==> config.mk <==
export PLATFORM = sky130hd
export DESIGN_NAME = video_timing_gen
export DESIGN_NICKNAME = d
export VERILOG_FILES = /design/src/rtl/video_timing_pkg.sv /design/src/rtl/video_timing_gen_sync_delay_line.sv /design/src/rtl/video_timing_gen.sv
export SDC_FILE = /design/constraint.sdc
export NUM_CORES = 1
export LEC_CHECK = 0
export ABC_AREA = 1
export CAP_MARGIN = 15
export CORE_MARGIN = 2
export CORE_UTILIZATION = 51
export CTS_BUF_LIST = sky130_fd_sc_hd__clkbuf_4 sky130_fd_sc_hd__clkbuf_8
export DETAILED_ROUTE_END_ITERATION = 10
export GPL_ROUTABILITY_DRIVEN = 0
export PLACE_DENSITY = 0.82
export REMOVE_ABC_BUFFERS = 1
export SYNTH_ARGS = -nofsm -noshare
export SYNTH_HDL_FRONTEND = slang
export SYNTH_SLANG_ARGS = --single-unit
==> constraint.sdc <==
create_clock -name clk_in -period 1.25 [get_ports clk_in]
set_input_delay 0.375 -clock clk_in [delete_from_list [all_inputs] [get_ports clk_in]]
set_output_delay 0.375 -clock clk_in [all_outputs]
set_load 0.1 [all_outputs]
==> src/rtl/video_timing_pkg.sv <==
// rtl/video_timing_pkg.sv - 720p60 raster constants, counter widths and TMDS control codes
package video_timing_pkg;

  // 1280x720 @ 60 Hz raster, 74.25 MHz pixel clock
  localparam int H_ACTIVE_720P = 1280;
  localparam int H_FP_720P     = 110;
  localparam int H_SYNC_720P   = 40;
  localparam int H_BP_720P     = 220;
  localparam int V_ACTIVE_720P = 720;
  localparam int V_FP_720P     = 5;
  localparam int V_SYNC_720P   = 5;
  localparam int V_BP_720P     = 20;
  localparam int H_TOTAL_720P  = H_ACTIVE_720P + H_FP_720P + H_SYNC_720P + H_BP_720P;
  localparam int V_TOTAL_720P  = V_ACTIVE_720P + V_FP_720P + V_SYNC_720P + V_BP_720P;

  // Counter widths cover H_TOTAL <= 2048, V_TOTAL <= 1024, FPS <= 64
  localparam int HCOUNT_W = 11;
  localparam int VCOUNT_W = 10;
  localparam int FC_W     = 6;

  // TMDS control-period symbols, indexed by {c1, c0} = {vs, hs} on the blue channel
  function automatic logic [9:0] tmds_ctrl_code(input logic [1:0] i_ctrl);
    logic [9:0] w_code;
    case (i_ctrl)
      2'b00:   w_code = 10'b1101010100;
      2'b01:   w_code = 10'b0010101011;
      2'b10:   w_code = 10'b0101010100;
      default: w_code = 10'b1010101011;
    endcase
    return w_code;
  endfunction

endpackage

==> src/rtl/video_timing_gen_sync_delay_line.sv <==
// rtl/video_timing_gen_sync_delay_line.sv - WIDTH x DEPTH shift register with synchronous reset
module sync_delay_line #(
  parameter int WIDTH = 1,
  parameter int DEPTH = 0
) (
  input  logic             clk_in,
  input  logic             rst_in,
  input  logic [WIDTH-1:0] i_data,
  output logic [WIDTH-1:0] o_data
);

  generate
    if (DEPTH == 0) begin : g_wire
      // No stages: clock and reset are intentionally not used
      logic w_unused;
      assign w_unused = clk_in ^ rst_in;
      assign o_data   = i_data;
    end else begin : g_shift
      logic [WIDTH-1:0] r_stage [DEPTH];

      // Shift data one stage per clock; reset clears every stage
      always_ff @(posedge clk_in) begin
        if (rst_in) begin
          for (int i = 0; i < DEPTH; i++) r_stage[i] <= '0;
        end else begin
          r_stage[0] <= i_data;
          for (int i = 1; i < DEPTH; i++) r_stage[i] <= r_stage[i-1];
        end
      end

      assign o_data = r_stage[DEPTH-1];
    end
  endgenerate

endmodule

==> src/rtl/video_timing_gen.sv <==
// rtl/video_timing_gen.sv - free-running raster timing generator with delayed sync/enable
module video_timing_gen
  import video_timing_pkg::*;
#(
  parameter int H_ACTIVE   = H_ACTIVE_720P,
  parameter int H_FP       = H_FP_720P,
  parameter int H_SYNC     = H_SYNC_720P,
  parameter int H_BP       = H_BP_720P,
  parameter int V_ACTIVE   = V_ACTIVE_720P,
  parameter int V_FP       = V_FP_720P,
  parameter int V_SYNC     = V_SYNC_720P,
  parameter int V_BP       = V_BP_720P,
  parameter int FPS        = 60,
  parameter int SYNC_DELAY = 0
) (
  input  logic                clk_in,
  input  logic                rst_in,
  output logic [HCOUNT_W-1:0] hcount_out,
  output logic [VCOUNT_W-1:0] vcount_out,
  output logic                hs_out,
  output logic                vs_out,
  output logic                ad_out,
  output logic                nf_out,
  output logic [FC_W-1:0]     fc_out
);

  localparam int H_TOTAL = H_ACTIVE + H_FP + H_SYNC + H_BP;
  localparam int V_TOTAL = V_ACTIVE + V_FP + V_SYNC + V_BP;

  localparam logic [HCOUNT_W-1:0] H_LAST   = HCOUNT_W'(H_TOTAL - 1);
  localparam logic [VCOUNT_W-1:0] V_LAST   = VCOUNT_W'(V_TOTAL - 1);
  localparam logic [HCOUNT_W-1:0] H_ACT    = HCOUNT_W'(H_ACTIVE);
  localparam logic [VCOUNT_W-1:0] V_ACT    = VCOUNT_W'(V_ACTIVE);
  localparam logic [HCOUNT_W-1:0] HS_FIRST = HCOUNT_W'(H_ACTIVE + H_FP);
  localparam logic [HCOUNT_W-1:0] HS_LAST  = HCOUNT_W'(H_ACTIVE + H_FP + H_SYNC - 1);
  localparam logic [VCOUNT_W-1:0] VS_FIRST = VCOUNT_W'(V_ACTIVE + V_FP);
  localparam logic [VCOUNT_W-1:0] VS_LAST  = VCOUNT_W'(V_ACTIVE + V_FP + V_SYNC - 1);
  localparam logic [FC_W-1:0]     FC_LAST  = FC_W'(FPS - 1);

  generate
    if (H_TOTAL > 2048 || V_TOTAL > 1024 || FPS < 1 || FPS > 64 ||
        SYNC_DELAY < 0 || SYNC_DELAY > 15) begin : g_bad_params
      $error("video_timing_gen: unsupported parameter set");
    end
  endgenerate

  logic [HCOUNT_W-1:0] r_h;
  logic [VCOUNT_W-1:0] r_v;
  logic [FC_W-1:0]     r_fc;
  logic                r_hs, r_vs, r_ad, r_nf;
  logic                w_hs, w_vs, w_ad, w_nf;
  logic [2:0]          w_sync_dly;

  // Raster position: one pixel per clock, line wrap advances the line counter
  always_ff @(posedge clk_in) begin
    if (rst_in) begin
      r_h <= '0;
      r_v <= '0;
    end else if (r_h == H_LAST) begin
      r_h <= '0;
      r_v <= (r_v == V_LAST) ? '0 : r_v + 1'b1;
    end else begin
      r_h <= r_h + 1'b1;
    end
  end

  // Region decodes of the current position
  always_comb begin
    w_ad = (r_h < H_ACT) && (r_v < V_ACT);
    w_hs = (r_h >= HS_FIRST) && (r_h <= HS_LAST);
    w_vs = (r_v >= VS_FIRST) && (r_v <= VS_LAST);
    w_nf = (r_h == H_ACT) && (r_v == V_ACT);
  end

  // Register the decodes; the frame counter steps together with the nf pulse
  always_ff @(posedge clk_in) begin
    if (rst_in) begin
      r_hs <= 1'b0;
      r_vs <= 1'b0;
      r_ad <= 1'b0;
      r_nf <= 1'b0;
      r_fc <= '0;
      hcount_out <= '0;
      vcount_out <= '0;
    end else begin
      r_hs <= w_hs;
      r_vs <= w_vs;
      r_ad <= w_ad;
      r_nf <= w_nf;
      hcount_out <= r_h;
      vcount_out <= r_v;
      if (w_nf) r_fc <= (r_fc == FC_LAST) ? '0 : r_fc + 1'b1;
    end
  end

  // Align sync and enable with the downstream pixel pipeline latency
  sync_delay_line #(
    .WIDTH(3),
    .DEPTH(SYNC_DELAY)
  ) u_sync_delay (
    .clk_in (clk_in),
    .rst_in (rst_in),
    .i_data ({r_hs, r_vs, r_ad}),
    .o_data (w_sync_dly)
  );

  assign hs_out = w_sync_dly[2];
  assign vs_out = w_sync_dly[1];
  assign ad_out = w_sync_dly[0];
  assign nf_out = r_nf;
  assign fc_out = r_fc;

endmodule

**Yosys cells after proc, flatten, opt, wreduce, memory -nomap -nowiden**

Cells that the tools add are included.

- Flip-flop bits (word level): 52
- Output and inout port bits: 31
- Word-level logic and storage cells: 30

- $add $sub $neg: 3
- Order comparisons: 6
- Equal/unequal tests: 5
- Mux-type cells: 2
- Reduce and logical (&&, ||, !) cells: 5

Operator list:

| cell | number |
|---|---|
| $eq A11 B11 Y1 const B | 2 |
| $eq A10 B10 Y1 const B | 2 |
| $add A11 B1 Y11 const B | 1 |
| $ge A11 B11 Y1 const B | 1 |
| $le A11 B11 Y1 const B | 1 |
| $lt A11 B11 Y1 const B | 1 |
| $add A10 B1 Y10 const B | 1 |
| $ge A10 B10 Y1 const B | 1 |
| $le A10 B10 Y1 const B | 1 |
| $lt A10 B10 Y1 const B | 1 |
| $mux W10 | 1 |
| $add A6 B1 Y6 const B | 1 |
| $eq A6 B6 Y1 const B | 1 |
| $mux W6 | 1 |
| $logic_and A1 B1 Y1 | 4 |
| $reduce_or A2 Y1 | 1 |

**Logic depth before layout (Yosys ltp)**

Gate-level depths: netlist (run 1).

- Depth after elaboration: 2
- Mapped depth: 10
- Depth with buffers taken out: 10

**Cells and area by module**

Synthesis (run 1) repeated with hierarchy kept, for this count alone.

- Cells, all modules: 336
- Area, all modules: 2428.6 µm²

By module, submodules not included:

| module | times used | cells each | area each (µm²) | seq. area each (µm²) |
|---|---|---|---|---|
| video_timing_gen | 1 | 333 | 2406.1 | 1041.0 |
| sync_delay_line | 1 | 3 | 22.5 | 0.0 |

**Worst setup path after synthesis (run 1)**

Ideal clock, no wire load.

- Path kind: register to register
- Start: register r_fc[0] (netlist: fc_out[0])
- End: register r_fc[0] (netlist: fc_out[0])
- Data arrival time: 2.055 ns
- Data required time: 1.118 ns
- Slack: -0.937 ns
- Cell stages (with the launch flop): 8
- Path through: dfxtp_1 > ha_1 > inv_1 > or2_2 > nor2_1 > nor2_1 > nand2_1 > a21oi_1

- Cells in the longest elaborated chain, start to end: 2

Ends and longest elaborated chain:

| what | RTL line | source |
|---|---|---|
| start: declaration | video_timing_gen.sv:49 | `logic [FC_W-1:0] r_fc;` |
| start signal: assignment | video_timing_gen.sv:92 | `if (w_nf) r_fc <= (r_fc == FC_LAST) ? '0 : r_fc + 1'b1;` |
| $add A6 B1 Y6 / $eq A6 B6 Y1 (equally long branches) | video_timing_gen.sv:92 |  |
| $mux W6 (*) | video_timing_gen.sv:92 |  |

Every way passes the cells marked *; elsewhere a longest branch is shown, timed or not.
A chain may end at the register's enable or synchronous reset.

**Worst setup path in the final report (run 1)**

- Start: register r_v[5]
- End: register r_fc[5] (netlist: fc_out[5])

- Cells in the longest elaborated chain, start to end: 2

Ends and longest elaborated chain:

| what | RTL line | source |
|---|---|---|
| start: declaration | video_timing_gen.sv:48 | `logic [VCOUNT_W-1:0] r_v;` |
| start signal: assignment | video_timing_gen.sv:61 | `r_v <= (r_v == V_LAST) ? '0 : r_v + 1'b1;` |
| $eq A10 B10 Y1 | video_timing_gen.sv:72 | `w_nf = (r_h == H_ACT) && (r_v == V_ACT);` |
| $logic_and A1 B1 Y1 | video_timing_gen.sv:72 |  |

Every way passes these cells.

==> flow_metrics.env, run 1 <==
export IMPL_synthesis_area_sq_um=2400
export IMPL_worst_slack_ns=-0.375
export IMPL_grt_max_degree=15
export IMPL_fin_cells=483
export IMPL_r2r_setup_slack_ns=-0.37
export IMPL_cts_root_buf="clkbuf_8"
export IMPL_drive_gt1_share_pct=57.3
export IMPL_grt_pass1_vias=2772
export IMPL_cts_sinks=52
export IMPL_finalSetupViolations=37
export IMPL_ys_ff_latch=52
export IMPL_tightest_slew_ns=0.310
export IMPL_cap_violations=0
export IMPL_cp_arrival_ns=1.86
export IMPL_dp_hpwl_microns=4910
export IMPL_num_antenna_cells=0
export IMPL_grt_overflow=0
export IMPL_areaGrowthSynthToFinish_pct=75.1
export IMPL_multi_input_area_sq_um=1550
export IMPL_endpoint_kind="flip-flop"
export IMPL_post_drt_wl_per_cell_microns=24.7
export IMPL_setup_worst_path_start_class="flip-flop"
export IMPL_die_height_microns=72.6
export IMPL_crit_path_cell_trace="inv_1 -> nand2_1 -> nor2_2 -> nand3_2 -> nor2_4 -> nand2_1 -> a21oi_1"
export IMPL_fin_crit_ns=1.62
export IMPL_ir_drop_mv=0.827
export IMPL_fin_total_pwr_mw=3.12
export IMPL_worstPathRequired_ns=1.49
export IMPL_ios=33
export IMPL_wl_met2_microns=5360
export IMPL_grtUsageTotal_pct=34.9
export IMPL_rows=24
export IMPL_met1_length_microns=3950
export IMPL_cts_buffer_depth=2
export IMPL_status="finished, violations left"
export IMPL_fmax_mhz=615
export IMPL_netlist_instances=332
export IMPL_slew_viol_final=0
export IMPL_antenna_found_initial=0
export IMPL_final_common_cell="buf_4"
export IMPL_die_area_sq_um=5280
export IMPL_dp_cells=462
export IMPL_wl_met3_microns=1450
export IMPL_crit_fanout=6
export IMPL_crit_path_frequent_cell="nand2_1"
export IMPL_drt_drc_violations_left=0
export IMPL_core_sq_um=4440
export IMPL_initial_utilization_pct=54.1
export IMPL_post_route_util_pct=94.6
export IMPL_slew_headroom_pct=79.3
export IMPL_syn_area_per_cell_sq_um=7.24
export IMPL_ant_nets=0
export IMPL_avgViaCountPerCell=6.74
export IMPL_die_x_microns=72.6
export IMPL_p_leak_nw=1.70
export IMPL_hold_ws_ns=0.491
export IMPL_grt_pass1_wl_microns=14000
export IMPL_path_class="reg -> reg"
export IMPL_clock_insertion_delay_worst_skew_ns=0.32
export IMPL_hold_violations=0
export IMPL_cts_made_buffers=5
export IMPL_clk_pin_slew_ns=0.10
export IMPL_cp_slowest_cell="dfxtp_1"
export IMPL_drtIter0Drc=596
export IMPL_htreeDepth=2
export IMPL_final_area_sq_um=4210
export IMPL_rsz0062_at_grt="yes"
export IMPL_crit_family="simple AND/OR/NAND/NOR gates"
export IMPL_finClkSkew_ns=0.0141
export IMPL_finalNetCount=439
export IMPL_yosysSeqAreaShare_pct=43.3
export IMPL_max_stage_delay_ns=0.35
export IMPL_via_count=3256
export IMPL_violations="negative setup slack"
export IMPL_top_layer="met4"
export IMPL_hold_class="in -> reg"
export IMPL_p_per_area_nw_per_um2=741
export IMPL_ys_warnings_count=0
export IMPL_final_period_utilization_pct=130
export IMPL_synth_cell_type_count=29
export IMPL_drt_total_wl_microns=12000
export IMPL_fillCellCount=115
export IMPL_final_cell_mix="53 x buf_4, 42 x nand2_1, 40 x nor2_1"
export IMPL_place_area_sq_um=3470
export IMPL_regArea_sq_um=1100
export IMPL_dr_pass1_iters=9
export IMPL_cts_tree="done"
export IMPL_portBuffers=32
export IMPL_cp_num_buf_inv=1
## Yosys cell counts
cell	count	area, sq um
nand4_1	10	62.6
nand3b_1	2	15.0
ha_1	7	87.6
or2_2	1	6.26
nor3_1	6	30.0
nor4_1	2	12.5
nor2_1	55	206
dfxtp_1	52	1040
nor2_4	4	45.0
buf_2	1	5.00
buf_4	3	22.5
o22ai_1	1	6.26
nor3_2	1	10.0
nand3_2	3	30.0
inv_1	45	169
nor2_2	5	31.3
inv_2	3	11.3
o21ai_1	1	5.00
nand3_1	17	85.1
nor3b_1	3	22.5
o21ai_0	7	35.0
a211oi_1	1	7.51
o21bai_1	1	7.51
clkbuf_1	3	11.3
a21oi_1	19	95.1
nand2_1	67	251
a31oi_1	1	6.26
xor2_1	6	52.6
nand2_2	5	31.3
## path summary, 6_finish.rpt
kind / start / to / depth (start not counted)
min: rst_in / r_v[8] / 3
max: r_v[5] / fc_out[5] / 7
min reg2reg: fc_out[4] / fc_out[4] / 2
max reg2reg: r_v[5] / fc_out[5] / 7
## layout make-up
cell class / instances / share of cell area, %
clock buffers: 8 / 2.32
inverters: 48 / 4.58
multi-input cells: 225 / 36.9
flip-flops and latches: 52 / 26.1
well taps: 52 / 1.55
repair buffers: 98 / 28.6
## cell families after synthesis
| family | Yosys count | share of synthesized area, % |
|---|---|---|
| and+or+nand+nor | 181 | 34.9 |
| buffers and inverters | 55 | 9.11 |
| DFF | 52 | 43.3 |
| AOI/OAI and AO/OA | 31 | 6.77 |
| adders and majority gates | 7 | 3.65 |
| xor gates and xnor gates | 6 | 2.19 |
## power breakdown
part           internal, mW  switching (mW)
clock                 0.498           0.593
combinational         0.136           0.205
sequential             1.66          0.0216
total                  2.30           0.820
## metal layers
metal | vias to the layer above | GRT usage [%]
met5 | - | 0
li1 | 1245 | -
met2 | 404 | 60.6
met1 | 1453 | 41.0
met3 | 154 | 7.46
met4 | 0 | 16.0
## state kept, by name, indices dropped and copies added, names as in the netlist
signal	flops
hcount_out	11
r_h	11
r_v	10
vcount_out	10
fc_out	6
nf_out	1
r_ad	1
r_hs	1
r_vs	1
## metrics by stage
step / setup TNS (ns) / worst slack (ns)
3_5_place_dp: -7.98 / -0.362
3_3_place_gp: -7.72 / -0.259
6_report: -7.91 / -0.375
2_1_floorplan: -7.95 / -0.926
4_1_cts: -2.99 / -0.148
5_1_grt: -9.26 / -0.406
## worst reg2reg max path, delay by kind of cell, from the launching register on
kind,cells,cell delay (ns)
and+or+nand+nor,5,0.86
DFF,1,0.35
AOI/OAI and AO/OA,1,0.18
buffers and inverters,1,0.16
## what timing repair did
item	4_1_cts	5_1_grt
gates cloned	1	0
setup buffers	8	5
hold buffers	0	0
pin swaps	23	36
setup endpoints to repair	41	49
resized for setup	80	91
No activity file was read; power rests on OpenSTA's default activity.
==> run 2: changes to the inputs <==
--- a/config.mk
+++ b/config.mk
@@ -6,7 +6,7 @@
 export NUM_CORES = 1
 export LEC_CHECK = 0
 export ABC_AREA = 1
-export CAP_MARGIN = 15
+export CAP_MARGIN = 40
 export CORE_MARGIN = 2
 export CORE_UTILIZATION = 51
 export CTS_BUF_LIST = sky130_fd_sc_hd__clkbuf_4 sky130_fd_sc_hd__clkbuf_8
==> results of run 2 <==
No change in the layout: final DEF, timing and power equal those of run 1.
